File: config.mk
export PLATFORM = sky130hd
export DESIGN_NAME = prefix_subtractor_pipe
export DESIGN_NICKNAME = d
export VERILOG_FILES = /design/src/rtl/prefix_sub_pkg.sv /design/src/rtl/prefix_subtractor_pipe_ks_level.sv /design/src/rtl/prefix_subtractor_pipe.sv
export SDC_FILE = /design/constraint.sdc
export NUM_CORES = 1
export LEC_CHECK = 0
export BUFFER_PORTS_ARGS = -buffer_cell sky130_fd_sc_hd__buf_2
export CORE_ASPECT_RATIO = 1.2
export CORE_MARGIN = 5
export CORE_UTILIZATION = 40
export DETAILED_ROUTE_END_ITERATION = 10
export PLACE_DENSITY = 0.54
export SETUP_SLACK_MARGIN = 0.02
export SLEW_MARGIN = 40
export SYNTH_ARGS = -nofsm -noshare
export SYNTH_HDL_FRONTEND = slang
export SYNTH_SLANG_ARGS = --single-unit
File: constraint.sdc
create_clock -name clk -period 2.22 [get_ports clk]
set_input_delay 0.222 -clock clk [delete_from_list [all_inputs] [get_ports clk]]
set_output_delay 0.222 -clock clk [all_outputs]
set_load 0.03 [all_outputs]
File: src/rtl/prefix_sub_pkg.sv
// prefix_sub_pkg: shared types and helpers for the pipelined Kogge-Stone
// subtractor (prefix_subtractor_pipe) and its combine level (ks_level).
//   WIDTH_DEFAULT : default operand width
//   LEVELS        : prefix levels for the default width
//   S2_LEVELS     : prefix levels evaluated in pipeline stage S2
//   pg_t          : per-bit {generate, propagate} pair
//   bit_payload_t : per-bit S2 register payload (group pair + original propagate)
//   pg_combine    : prefix operator (G,P) o (G',P') = (G | P&G', P&P')
package prefix_sub_pkg;

    localparam int WIDTH_DEFAULT = 32;
    localparam int LEVELS        = $clog2(WIDTH_DEFAULT);
    localparam int S2_LEVELS     = 2;

    typedef struct packed {
        logic g;
        logic p;
    } pg_t;

    typedef struct packed {
        pg_t  grp;
        logic p;
    } bit_payload_t;

    function automatic pg_t pg_combine(input pg_t hi, input pg_t lo);
        pg_t r;
        r.g = hi.g | (hi.p & lo.g);
        r.p = hi.p & lo.p;
        return r;
    endfunction

endpackage

File: src/rtl/prefix_subtractor_pipe_ks_level.sv
// ks_level: one combinational Kogge-Stone prefix level.
//   WIDTH  : number of bit positions
//   SPAN   : combine distance (2^k for level k)
//   pg_in  : group pairs from the previous level
//   pg_out : group pairs after combining position i with position i-SPAN
module ks_level
    import prefix_sub_pkg::*;
#(
    parameter int WIDTH = WIDTH_DEFAULT,
    parameter int SPAN  = 1
) (
    input  pg_t [WIDTH-1:0] pg_in,
    output pg_t [WIDTH-1:0] pg_out
);

    for (genvar i = 0; i < WIDTH; i++) begin : g_bit
        if (i < SPAN) begin : g_pass
            assign pg_out[i] = pg_in[i];
        end else begin : g_comb
            assign pg_out[i] = pg_combine(pg_in[i], pg_in[i-SPAN]);
        end
    end

endmodule

File: src/rtl/prefix_subtractor_pipe.sv
// prefix_subtractor_pipe: four-stage pipelined Kogge-Stone subtractor,
// Diff = A - B - Bin (mod 2^WIDTH), with valid/ready on both sides.
//   clk, rst_n          : clock, asynchronous active-low reset
//   in_valid, in_ready  : operand handshake (in_ready = !out_valid | out_ready)
//   A, B, Bin           : minuend, subtrahend, borrow-in
//   out_valid, out_ready: result handshake
//   Diff, Bout          : difference and borrow-out (1 when A < B + Bin)
//   Ovf, Zero           : signed overflow / zero flags, present only when
//                         PREFIX_SUB_FLAGS_EN is defined
// Stages: S1 operand register, S2 P/G + levels 1-2, S3 remaining levels,
// S4 sum XOR into the output register. All stages advance together.
module prefix_subtractor_pipe
    import prefix_sub_pkg::*;
#(
    parameter int WIDTH = WIDTH_DEFAULT
) (
    input  logic             clk,
    input  logic             rst_n,
    input  logic             in_valid,
    output logic             in_ready,
    input  logic [WIDTH-1:0] A,
    input  logic [WIDTH-1:0] B,
    input  logic             Bin,
    output logic             out_valid,
    input  logic             out_ready,
    output logic [WIDTH-1:0] Diff,
    output logic             Bout
`ifdef PREFIX_SUB_FLAGS_EN
    ,
    output logic             Ovf,
    output logic             Zero
`endif
);

    localparam int LVL   = $clog2(WIDTH);
    localparam int S3_LV = LVL - S2_LEVELS;

    logic adv;
    assign adv      = !out_valid | out_ready;
    assign in_ready = adv;

    // S1 registers
    logic             s1_valid;
    logic [WIDTH-1:0] s1_a, s1_b;
    logic             s1_bin;

    // S2 registers
    logic                     s2_valid;
    bit_payload_t [WIDTH-1:0] s2_bits;
    logic                     s2_c0;

    // S3 registers: final group generates are the carries out of each bit
    logic             s3_valid;
    logic [WIDTH-1:0] s3_g, s3_p;
    logic             s3_c0;

`ifdef PREFIX_SUB_FLAGS_EN
    logic s2_a_msb, s2_b_msb, s3_a_msb, s3_b_msb;
`endif

    // ---------------- S2 combinational: P/G and levels 1-2 ----------------
    pg_t [WIDTH-1:0] pg0, pg1, pg2;
    bit_payload_t [WIDTH-1:0] s2_next;

    always_comb begin
        for (int unsigned i = 0; i < WIDTH; i++) begin
            pg0[i].p = s1_a[i] ~^ s1_b[i];
            pg0[i].g = s1_a[i] & ~s1_b[i];
        end
        // carry-in ~Bin folded into bit 0 as the generate of bit -1
        pg0[0].g = (s1_a[0] & ~s1_b[0]) | ((s1_a[0] ~^ s1_b[0]) & ~s1_bin);
    end

    ks_level #(.WIDTH(WIDTH), .SPAN(1)) u_lvl1 (.pg_in(pg0), .pg_out(pg1));
    ks_level #(.WIDTH(WIDTH), .SPAN(2)) u_lvl2 (.pg_in(pg1), .pg_out(pg2));

    always_comb begin
        for (int unsigned i = 0; i < WIDTH; i++) begin
            s2_next[i].grp = pg2[i];
            s2_next[i].p   = pg0[i].p;
        end
    end

    // ---------------- S3 combinational: remaining levels ----------------
    pg_t [WIDTH-1:0] s2_grp, s3_fin;

    always_comb begin
        for (int unsigned i = 0; i < WIDTH; i++) begin
            s2_grp[i] = s2_bits[i].grp;
        end
    end

    for (genvar k = 0; k < S3_LV; k++) begin : g_s3
        pg_t [WIDTH-1:0] lvl_in, lvl_out;
        if (k == 0) begin : g_first
            assign lvl_in = s2_grp;
        end else begin : g_next
            assign lvl_in = g_s3[k-1].lvl_out;
        end
        ks_level #(.WIDTH(WIDTH), .SPAN(1 << (k + S2_LEVELS))) u_lvl (
            .pg_in (lvl_in),
            .pg_out(lvl_out)
        );
    end

    if (S3_LV == 0) begin : g_s3_none
        assign s3_fin = s2_grp;
    end else begin : g_s3_last
        assign s3_fin = g_s3[S3_LV-1].lvl_out;
    end

    logic [WIDTH-1:0] s3_g_next, s3_p_next;
    logic [WIDTH-1:0] unused_fin_p;

    always_comb begin
        for (int unsigned i = 0; i < WIDTH; i++) begin
            s3_g_next[i]    = s3_fin[i].g;
            s3_p_next[i]    = s2_bits[i].p;
            unused_fin_p[i] = s3_fin[i].p;
        end
    end

    // ---------------- S4 combinational: sum XOR ----------------
    logic [WIDTH-1:0] diff_next;
    logic             bout_next;

    always_comb begin
        diff_next[0] = s3_p[0] ^ s3_c0;
        for (int unsigned i = 1; i < WIDTH; i++) begin
            diff_next[i] = s3_p[i] ^ s3_g[i-1];
        end
        bout_next = ~s3_g[WIDTH-1];
    end

`ifdef PREFIX_SUB_FLAGS_EN
    logic ovf_next, zero_next;
    always_comb begin
        ovf_next  = (s3_a_msb != s3_b_msb) & (diff_next[WIDTH-1] != s3_a_msb);
        zero_next = (diff_next == '0);
    end
`endif

    // ---------------- Pipeline registers ----------------
    always_ff @(posedge clk or negedge rst_n) begin
        if (!rst_n) begin
            s1_valid  <= 1'b0;
            s1_a      <= '0;
            s1_b      <= '0;
            s1_bin    <= 1'b0;
            s2_valid  <= 1'b0;
            s2_bits   <= '0;
            s2_c0     <= 1'b0;
            s3_valid  <= 1'b0;
            s3_g      <= '0;
            s3_p      <= '0;
            s3_c0     <= 1'b0;
            out_valid <= 1'b0;
            Diff      <= '0;
            Bout      <= 1'b0;
`ifdef PREFIX_SUB_FLAGS_EN
            s2_a_msb  <= 1'b0;
            s2_b_msb  <= 1'b0;
            s3_a_msb  <= 1'b0;
            s3_b_msb  <= 1'b0;
            Ovf       <= 1'b0;
            Zero      <= 1'b0;
`endif
        end else if (adv) begin
            s1_valid  <= in_valid;
            s1_a      <= A;
            s1_b      <= B;
            s1_bin    <= Bin;
            s2_valid  <= s1_valid;
            s2_bits   <= s2_next;
            s2_c0     <= ~s1_bin;
            s3_valid  <= s2_valid;
            s3_g      <= s3_g_next;
            s3_p      <= s3_p_next;
            s3_c0     <= s2_c0;
            out_valid <= s3_valid;
            Diff      <= diff_next;
            Bout      <= bout_next;
`ifdef PREFIX_SUB_FLAGS_EN
            s2_a_msb  <= s1_a[WIDTH-1];
            s2_b_msb  <= s1_b[WIDTH-1];
            s3_a_msb  <= s2_a_msb;
            s3_b_msb  <= s2_b_msb;
            Ovf       <= ovf_next;
            Zero      <= zero_next;
`endif
        end
    end

endmodule

==> run summary, run 1 <==
* complete, no violations — outcome
* dfrtp_1 — cell type of the slowest stage on the worst timing path
* dfrtp_1 — cell type with the largest total area after synthesis
* 0 — total gr overflow
* 0.362 ns — min setup slack post-route
* 8365 — routed vias
* 162 microns — chip width
* 67 — Row Count
* 0 — antenna violations before repair
* 1 — H-Tree Depth
* 12.3% — proportion of layout cells with a drive suffix above 1
* 50.8% — headroom to the max-slew limit
* 58.3% — area fraction of the dominant cell type after synthesis
* 6.62 nW — Leak Pwr
* 0.817 — gp weighted congestion
* 44500 microns — global-route wire length before repair
* 0 — Final Max Tran Viols
* 0.0114 ns — maximum clock skew at final layout
* 26200 microns — final WL
* clkbuf_16 — root buf cell
* 1185 — cell count after synthesis
* 0 ns — sum of negative setup slack
* 3 — maximum root-to-sink buffer count
* 18200 microns — Detailed Place HPWL
* 100% — post-synthesis async set-or-reset flop share
* 0 — Remaining DRCs
* 0.534 ns — setup slack at placement
* 0 — setup-violating endpoint count in the final report
* 7 — 1st-pass router iterations
* 0.37 ns — largest stage delay on the critical path
* 17.2% — global-route usage over all layers
* 0 — Final Hold Violating Endpoints
* 15.0 microns — routed len/inst
* 1449 — number of nets in the final layout
* 549 — 1st-iter DRT viols
* 1286 — Syn Nets
* nor2b_4 > inv_12 > buf_2 — cells along the critical path
* output port — nature of the critical path endpoint
* 1470 nW/um^2 — PwrDens
* 1.64 ns — Data arrival, critical path
* 170 — maximum number of pins on one net before global-route repair
* 58.3% — register area share after synthesis
* 4.79 — detail-routed via count per cell
* 0.46 ns — setup slack, reg-to-reg
* 260 — number of synthesized register bits
* 40.2% — effective utilization at floorplan
* 83.7% — final critical-path share of the clock period
* 92 — crit path max fanout
* 0.54 ns — worst skew pair latency
* 193 microns — die height
* nand2_1 — most common cell after layout, fill and taps aside
* 0.259 ns — Worst Hold Margin
* 8417 — vias in the first global route
* 0.712 mV — peak supply drop
* 0 — count of yosys warnings during synthesis
* 28 — number of buffers created by CTS
* nand2_1, dfrtp_1, buf_2, o21ai_0, dlygate4sd3_1 — most frequent cells in the layout
* 1.86 ns — clock period minus final worst setup slack
* 9.42 sq um — mean post-synth cell area
* 1631 — placed cell count
* 0.737 ns — Slew @ Worst Pin
* register to output port — Crit Path Class
* no — RSZ-0062 raised after global routing
* g_s3[0].lvl_in[5] — worst r2r dst
* 0 — count of buffers added by post-CTS timing repair for setup
* dfrtp_1 — flip-flop cell with the highest count after synthesis
* buffers and inverters — Crit path max-delay family
* 0.0201 W — total power consumption of the routed design
* out_valid — R2R Path Start
* 11200 sq um — synthesized area
* 27700 sq um — Core Box Area
* 0 — count of maximum capacitance violations
* dfrtp_1, nand2_1, o21ai_0 — cells taking the most area after synthesis
* 2.00 ns — required time of the worst setup path
* 1748 — final cell count without fillers
* 538 MHz — top achievable clock speed
* input port to async pin — HP Class
* 2 — Buf/Inv on CP
* 39 — post-synth cell types
* 260 — total number of clock tree sinks
* 22.9% — Layout Area Growth over Synthesis
* 103 — PortBufs
* built — clock tree from TritonCTS
* register — critical path startpoint category
* 0 — number of synthesized flops with an enable pin
* 104 — num ports
* 0 — Final ANT Viol Nets
* 0.06 ns — clock transition at the registers of the reported paths
* 0 — number of diodes added for antenna fixing
* 4 — cell depth of the worst flop-to-flop path
* 31400 sq um — floorplan die area
[routing by layer]
layer	part of all wire (%)	vias up	GRT usage (%)	routed length, microns
met4	1.5	0	3.77	406
met3	4.9	27	1.98	1280
li1	-	4255	-	-
met2	44	164	26.4	11600
met1	49	3919	26.4	13000
met5	0	-	0	0
[stage by stage]
| stage | util [%] | area (sq um) |
|---|---|---|
| 2_1_floorplan | - | 11200 |
| 3_3_place_gp | 43.7 | 12100 |
| 3_5_place_dp | 43.7 | 12100 |
| 4_1_cts | 49.5 | 13700 |
| 5_1_grt | 49.4 | 13700 |
| 6_report | 49.4 | 13700 |
[power by group]
group	switching, W	total [W]	leakage, nW	internal, W
registers	0.00144	0.00828	3.14	0.00684
logic	0.00443	0.00715	3.02	0.00272
clock network	0.00186	0.00467	0.450	0.00281
total	0.00773	0.0201	6.62	0.0124
[cells in the mapped netlist, types with 3 or more instances]
| master | n |
|---|---|
| nand3_1 | 16 |
| a21oi_1 | 52 |
| o21bai_1 | 6 |
| a31oi_1 | 6 |
| nor2_1 | 49 |
| nand4_1 | 4 |
| o21a_1 | 19 |
| clkbuf_1 | 14 |
| dfrtp_1 | 260 |
| or3_1 | 3 |
| o211ai_1 | 21 |
| a211oi_1 | 11 |
| o21ai_0 | 96 |
| o31ai_1 | 14 |
| o22ai_1 | 4 |
| xnor2_1 | 32 |
| inv_1 | 41 |
| buf_2 | 38 |
| mux2i_1 | 5 |
| nand2_1 | 426 |
| ha_1 | 32 |
| a21o_1 | 12 |
[how the worst max path moves through the flow]
| stage | cells after the start | slack, ns | start | to |
|---|---|---|---|---|
| 2_1_floorplan | 7 | 0.67 | out_valid | g_s3[0].lvl_in[3] |
| 3_3_place_gp | 5 | 0.55 | out_valid | g_s3[0].lvl_in[7] |
| 3_5_place_dp | 4 | 0.53 | out_valid | g_s3[0].lvl_in[58] |
| 4_1_cts | 4 | 0.08 | out_valid | in_ready |
| 5_1_grt | 3 | 0.27 | out_valid | in_ready |
| 6_report | 3 | 0.36 | out_valid | in_ready |
[cell type report]
cell class	count	area, sq um
clock buffer	41	791
clock inverter	10	131
timing repair buffer	190	1430
tap	379	474
multi-input combinational	826	4210
sequential	260	6510
inverter	42	170
fill	2692	14000
[cell families (layout without fill, tap and decap cells)]
group,count (synthesis),after routing,synth area share (%)
AND/OR/NAND/NOR,507,507,17.7
flip-flops,260,260,58.3
AO/OA/AOI/OAI,248,248,13.3
buffers and inverters,99,283,3.99
adder cells (fa/ha/maj),32,32,3.59
XOR/XNOR,32,32,2.51
multiplexers,7,7,0.650
[flip-flops by register name (all words and copies together) (netlist names), 32 cells and up]
register and flops:
g_s3.lvl_in 60, Diff 32, s1_a 32, s1_b 32, s2_bits 32, s3_g 32
s3_p 32
[what timing repair did]
action	CTS	global route
endpoints found under the hold margin	132	0
hold buffers	67	0
setup endpoints to repair	1	1
resized for setup	1	0
Note: power is estimated with default switching activity, not from simulation.
==> run 2: changes to the inputs <==
ABC_AREA = 1   (was not set)
PLACE_DENSITY = 0.56   (was 0.54)
clock period = 1.7 ns   (was 2.22 ns; I/O delays follow)
==> run 2 against run 1 <==
  * Sequential share of layout area decreased by 2.6 points
  * Design area increased by 5.7%
  * Synthesized area increased by 5.8%
  * Global-route usage about the same
  * Combinational power increased by 40%
  * Flip-flop and latch count unchanged
  * Die area increased by 5.5%
  * Clock power increased by 27%
  * Non-clock buffer count increased by 7
  * Critical endpoint is now Diff[10]
  * Largest cell class unchanged
  * Largest power group unchanged
==> run summary, run 2 <==
* complete, no violations — outcome
* 167 microns — chip width
* 0.06 ns — clock transition at the registers of the reported paths
* 0 ns — sum of negative setup slack
* 1.97 ns — Data arrival, critical path
* nand2_1, dfrtp_1, inv_1, buf_2, o21ai_0 — most frequent cells in the layout
* 27 — number of buffers created by CTS
* 1701 — number of nets in the final layout
* 93.0% — final critical-path share of the clock period
* 9006 — vias in the first global route
* 0 — antenna violations before repair
* nand2_1, dfrtp_1, inv_1 — top post-synthesis cells by count
* 3 — maximum root-to-sink buffer count
* 0.00713 ns — maximum clock skew at final layout
* 1 — H-Tree Depth
* 1840 nW/um^2 — PwrDens
* 1432 — cell count after synthesis
* 0 — setup-violating endpoint count in the final report
* 0 — number of synthesized flops with an enable pin
* 260 — total number of clock tree sinks
* no — RSZ-0062 raised after global routing
* 198 microns — die height
* 260 — number of synthesized register bits
* 33100 sq um — floorplan die area
* 5 — cell depth of the worst flop-to-flop path
* 1890 — placed cell count
* 0 — total gr overflow
* 2.09 ns — required time of the worst setup path
* 40.2% — effective utilization at floorplan
* 0.444 ns — Slew @ Worst Pin
* 70.4% — headroom to the max-slew limit
* 72 — crit path max fanout
* 0.12 ns — setup slack, reg-to-reg
* 77 — maximum number of pins on one net before global-route repair
* 0 — Remaining DRCs
* 7.51 nW — Leak Pwr
* 55.1% — area fraction of the dominant cell type after synthesis
* 0 — Final Hold Violating Endpoints
* 4.61 — detail-routed via count per cell
* nand2_1 — most used standard cell by instance count after synthesis
* 0.720 mV — peak supply drop
* 29400 sq um — Core Box Area
* 103 — PortBufs
* 0 — number of diodes added for antenna fixing
* 2985 — fillcell total
* 21 — post-synth cell types
* dfrtp_1 — flip-flop cell with the highest count after synthesis
* register to register — Crit Path Class
* dfrtp_1 — cell type with the largest total area after synthesis
* 69 — Row Count
* 0.52 ns — worst skew pair latency
* register — critical path startpoint category
* 0.808 — gp weighted congestion
* 28300 microns — final WL
* 0 — Final Max Tran Viols
* clkbuf_16 — root buf cell
* nand2_1 — most common cell after layout, fill and taps aside
* 0 — count of maximum capacitance violations
* 100% — post-synthesis async set-or-reset flop share
* 11800 sq um — synthesized area
* register — nature of the critical path endpoint
* 0 — Final ANT Viol Nets
* 632 MHz — top achievable clock speed
* out_valid — R2R Path Start
* 5 — 1st-pass router iterations
* input port to async pin — HP Class
* 1533 — Syn Nets
* 14.1 microns — routed len/inst
* dfrtp_1, nand2_1, inv_1 — cells taking the most area after synthesis
* 47200 microns — global-route wire length before repair
* 10.9% — proportion of layout cells with a drive suffix above 1
* 8.25 sq um — mean post-synth cell area
* 22.8% — Layout Area Growth over Synthesis
* 19700 microns — Detailed Place HPWL
* 104 — num ports
* Diff[10] — worst r2r dst
* 1.58 ns — clock period minus final worst setup slack
* 2009 — final cell count without fillers
* 566 — 1st-iter DRT viols
* 60 — Largest register FFs
* 17.1% — global-route usage over all layers
* 0 — count of yosys warnings during synthesis
* 55.1% — register area share after synthesis
* 9267 — routed vias
* built — clock tree from TritonCTS
## run 2: changes by cell type in the layout (fill, tap and decap cells not counted), moves of 6 or more
| cell | change |
|---|---|
| buf_12 | +6 |
| nor2_1 | -8 |
| o21ai_0 | -6 |
| o21a_1 | -19 |
| a21oi_1 | -45 |
| a211oi_1 | -11 |
| a21o_1 | -11 |
| nand2_1 | +263 |
| o31ai_1 | +10 |
| nand3b_1 | +6 |
| clkbuf_8 | +10 |
| nand3_1 | +14 |
| inv_1 | +86 |
## run 2: layout make-up
class | instances | area, sq um | share of cell area [%]
Clock buffer | 45 | 863 | 5.95
Multi-Input combinational cell | 987 | 4570 | 31.5
Timing Repair Buffer | 197 | 1560 | 10.8
Sequential cell | 260 | 6510 | 44.9
Inverter | 127 | 477 | 3.29
Tap cell | 390 | 488 | 3.36
Clock inverter | 3 | 40.0 | 0.276
## run 2: cell families (layout without fill, tap and decap cells)
group | after synthesis | count (layout) | synth area share [%]
AOI/OAI and AO/OA | 146 | 146 | 7.19
xor gates and xnor gates | 32 | 32 | 2.37
adders and majority gates | 32 | 32 | 3.39
buffers and inverters | 187 | 372 | 6.55
DFF | 260 | 260 | 55.1
and+or+nand+nor | 775 | 777 | 25.4
## run 2: where the power goes
part           internal, W  switching [W]  leakage, nW  total [W]
Combinational      0.00362        0.00641         3.88     0.0100
Clock              0.00358        0.00235        0.448    0.00593
Sequential         0.00888        0.00178         3.19     0.0107
Total               0.0161         0.0105         7.51     0.0266
## run 2: through the flow
step / setup WS [ns] / cell area (sq um) / hold WS, ns / total power [W] / util, %
2_1_floorplan: 0.347 / 11800 / -0.126 / 0.0173 / -
3_3_place_gp: 0.271 / 12900 / 0.120 / 0.0205 / 43.9
3_5_place_dp: 0.242 / 12900 / 0.117 / 0.0207 / 43.9
4_1_cts: 0.129 / 14500 / 0.124 / 0.0269 / 49.4
5_1_grt: 0.0243 / 14500 / 0.145 / 0.0288 / 49.4
6_report: 0.119 / 14500 / 0.140 / 0.0266 / 49.4
## run 2: metal layers
layer	vias to the layer above	wire length (microns)	GRT usage, %
met2	149	12300	26.2
met3	31	1170	2.38
met1	4301	14300	26.0
met4	0	534	3.94
li1	4786	-	-
met5	-	0	0
## run 2: repair_timing
action	CTS	global route
setup endpoints to repair	1	0
hold buffers	67	0
setup buffers	2	0
resized for setup	1	0
endpoints found under the hold margin	299	0
## run 2: worst max-delay path by stage
stage               from                 end  slack [ns]  depth (start not counted)
6_report       out_valid            Diff[10]        0.12                          5
5_1_grt        out_valid            Diff[12]        0.02                          5
4_1_cts        out_valid            in_ready        0.13                          2
3_5_place_dp   out_valid            Diff[10]        0.24                          5
3_3_place_gp   out_valid             Diff[5]        0.27                          5
2_1_floorplan  out_valid  g_s3[0].lvl_in[12]        0.35                          6
## run 2: worst max-delay path, cell delays in order (launching register included)
cell and delay [ns]:
dfrtp_2 0.54, inv_1 0.12, nor2_4 0.16, buf_12 0.19
buf_12 0.26, o21ai_0 0.14
==> run 3: changes to the inputs <==
PLACE_DENSITY = 0.54   (was 0.56)
SKIP_CTS_REPAIR_TIMING = 1   (was not set)
clock period = 1.86 ns   (was 1.7 ns; I/O delays follow)
==> run 3 against run 2 <==
  * Sequential share of layout area shrank 0.18 points
  * Design area grew 0.41%
  * Clock power down 7.1%
  * Worst hold slack improved by 0.030 ns
  * Register-to-register slack better by 0.22 ns
  * Clock skew is 0.0046 ns higher
  * Wire length shrank 1.9%
  * Die area unchanged
  * Highest routed layer unchanged
==> run summary, run 3 (same netlist as run 2, synthesis figures left out) <==
* no — RSZ-0062 raised after global routing
* 103 — PortBufs
* 1 — H-Tree Depth
* 0.474 ns — Slew @ Worst Pin
* 3 — maximum root-to-sink buffer count
* register to output port — Crit Path Class
* 6510 sq um — storage element area
* 0.795 — gp weighted congestion
* 1704 — number of nets in the final layout
* 7.53 nW — Leak Pwr
* complete, no violations — outcome
* nand2_8 > buf_16 > clkbuf_4 — cells along the critical path
* 0.0118 ns — maximum clock skew at final layout
* 9206 — routed vias
* 2899 — fillcell total
* 0.170 ns — Worst Hold Margin
* 1.59 ns — Data arrival, critical path
* 0.06 ns — clock transition at the registers of the reported paths
* 27800 microns — final WL
* 1.77 ns — clock period minus final worst setup slack
* input port to async pin — HP Class
* 1680 nW/um^2 — PwrDens
* 0.47 ns — largest stage delay on the critical path
* 46700 microns — global-route wire length before repair
* 19600 microns — Detailed Place HPWL
* nand2_1, dfrtp_1, inv_1, buf_2, o21ai_0 — most frequent cells in the layout
* 0 — setup-violating endpoint count in the final report
* 0.0244 W — total power consumption of the routed design
* 0.53 ns — worst skew pair latency
* 29 — number of buffers created by CTS
* 0 — Final ANT Viol Nets
* 7 — 1st-pass router iterations
* flip-flops — Crit path max-delay family
* 2 — Buf/Inv on CP
* 1.67 ns — required time of the worst setup path
* 8851 — vias in the first global route
* 198 microns — die height
* 626 — 1st-iter DRT viols
* dfrtp_2 — cell type of the slowest stage on the worst timing path
* 0.594 mV — peak supply drop
* 13.8 microns — routed len/inst
* 95.3% — final critical-path share of the clock period
* 29400 sq um — Core Box Area
* 4.57 — detail-routed via count per cell
* 23.3% — Layout Area Growth over Synthesis
* 104 — num ports
* 68.4% — headroom to the max-slew limit
* register — critical path startpoint category
* 40.2% — effective utilization at floorplan
* 0 — Remaining DRCs
* 167 microns — chip width
* 2016 — final cell count without fillers
* nand2_1 — most common cell after layout, fill and taps aside
* 4550 sq um — combined area of the multi-input logic cells
* 0 — count of maximum capacitance violations
* output port — nature of the critical path endpoint
* 16.8% — global-route usage over all layers
* 0 — Final Max Tran Viols
* 69 — Row Count
* 90 — maximum number of pins on one net before global-route repair
* 39 — crit path max fanout
* 1888 — placed cell count
* 0 — antenna violations before repair
* 60 — Largest register FFs
* 0 — Final Hold Violating Endpoints
* 11.3% — proportion of layout cells with a drive suffix above 1
* built — clock tree from TritonCTS
* 0 — total gr overflow
* clkbuf_16 — root buf cell
* 33100 sq um — floorplan die area
* 564 MHz — top achievable clock speed
* 260 — total number of clock tree sinks
## run 3: cell types whose count changed in the layout (fill, tap and decap cells not counted), moves of 2 or more
cell / previous run / this run
clkinv_2: 2 / 10
clkbuf_8: 12 / 3
clkbuf_16: 27 / 29
clkinvlp_4: 0 / 3
## run 3: worst register-to-register path: stages, from the launching register on
cell	delay (ns)
dfrtp_2	0.45
inv_1	0.09
nor2_4	0.19
buf_12	0.23
buf_12	0.24
nand2_1	0.08
nand2_1	0.08
inv_1	0.04
nand2_1	0.05
## run 3: worst paths after layout
check,from,end,slack (ns),cells past startpoint
min in group clk,out_ready,s1_valid,0.18,5
hold / removal,rst_n,Diff[1],0.17,2
setup / recovery,out_valid,in_ready,0.09,3
setup reg to reg,out_valid,s3_g[19],0.34,8
max in group asynchronous,rst_n,s1_b[25],1.01,3
hold reg to reg,s3_valid,out_valid,0.46,2
## run 3: final cells by class
class	count	share of cell area, %
Timing Repair Buffer	199	11.1
Multi-Input combinational cell	986	31.3
Antenna cell	1	0.0172
Clock inverter	15	0.911
Sequential cell	260	44.7
Clock buffer	38	5.42
Inverter	127	3.27
Tap cell	390	3.35
## run 3: where the power goes
part	total [W]	internal [W]	switching, W
sequential	0.00969	0.00812	0.00157
clock	0.00551	0.00326	0.00226
combinational	0.00924	0.00337	0.00587
total	0.0244	0.0147	0.00969
## run 3: through the flow
stage               setup WS, ns  area (sq um)  utilization, %  TNS (ns)
floorplan                  0.507         11800               -         0
global placement           0.376         12900            43.9         0
detailed placement         0.356         12900            43.9         0
CTS                      -0.0837         13800            47.1   -0.0837
global route              0.0235         14600            49.6         0
finish                    0.0880         14600            49.6         0
## run 3: metal layers
metal	vias up	share of wire, %	track usage (%)
met2	155	43	25.1
met4	0	1.4	3.06
met3	30	4.1	2.28
met1	4197	51	26.5
li1	4824	-	-
met5	-	0	0
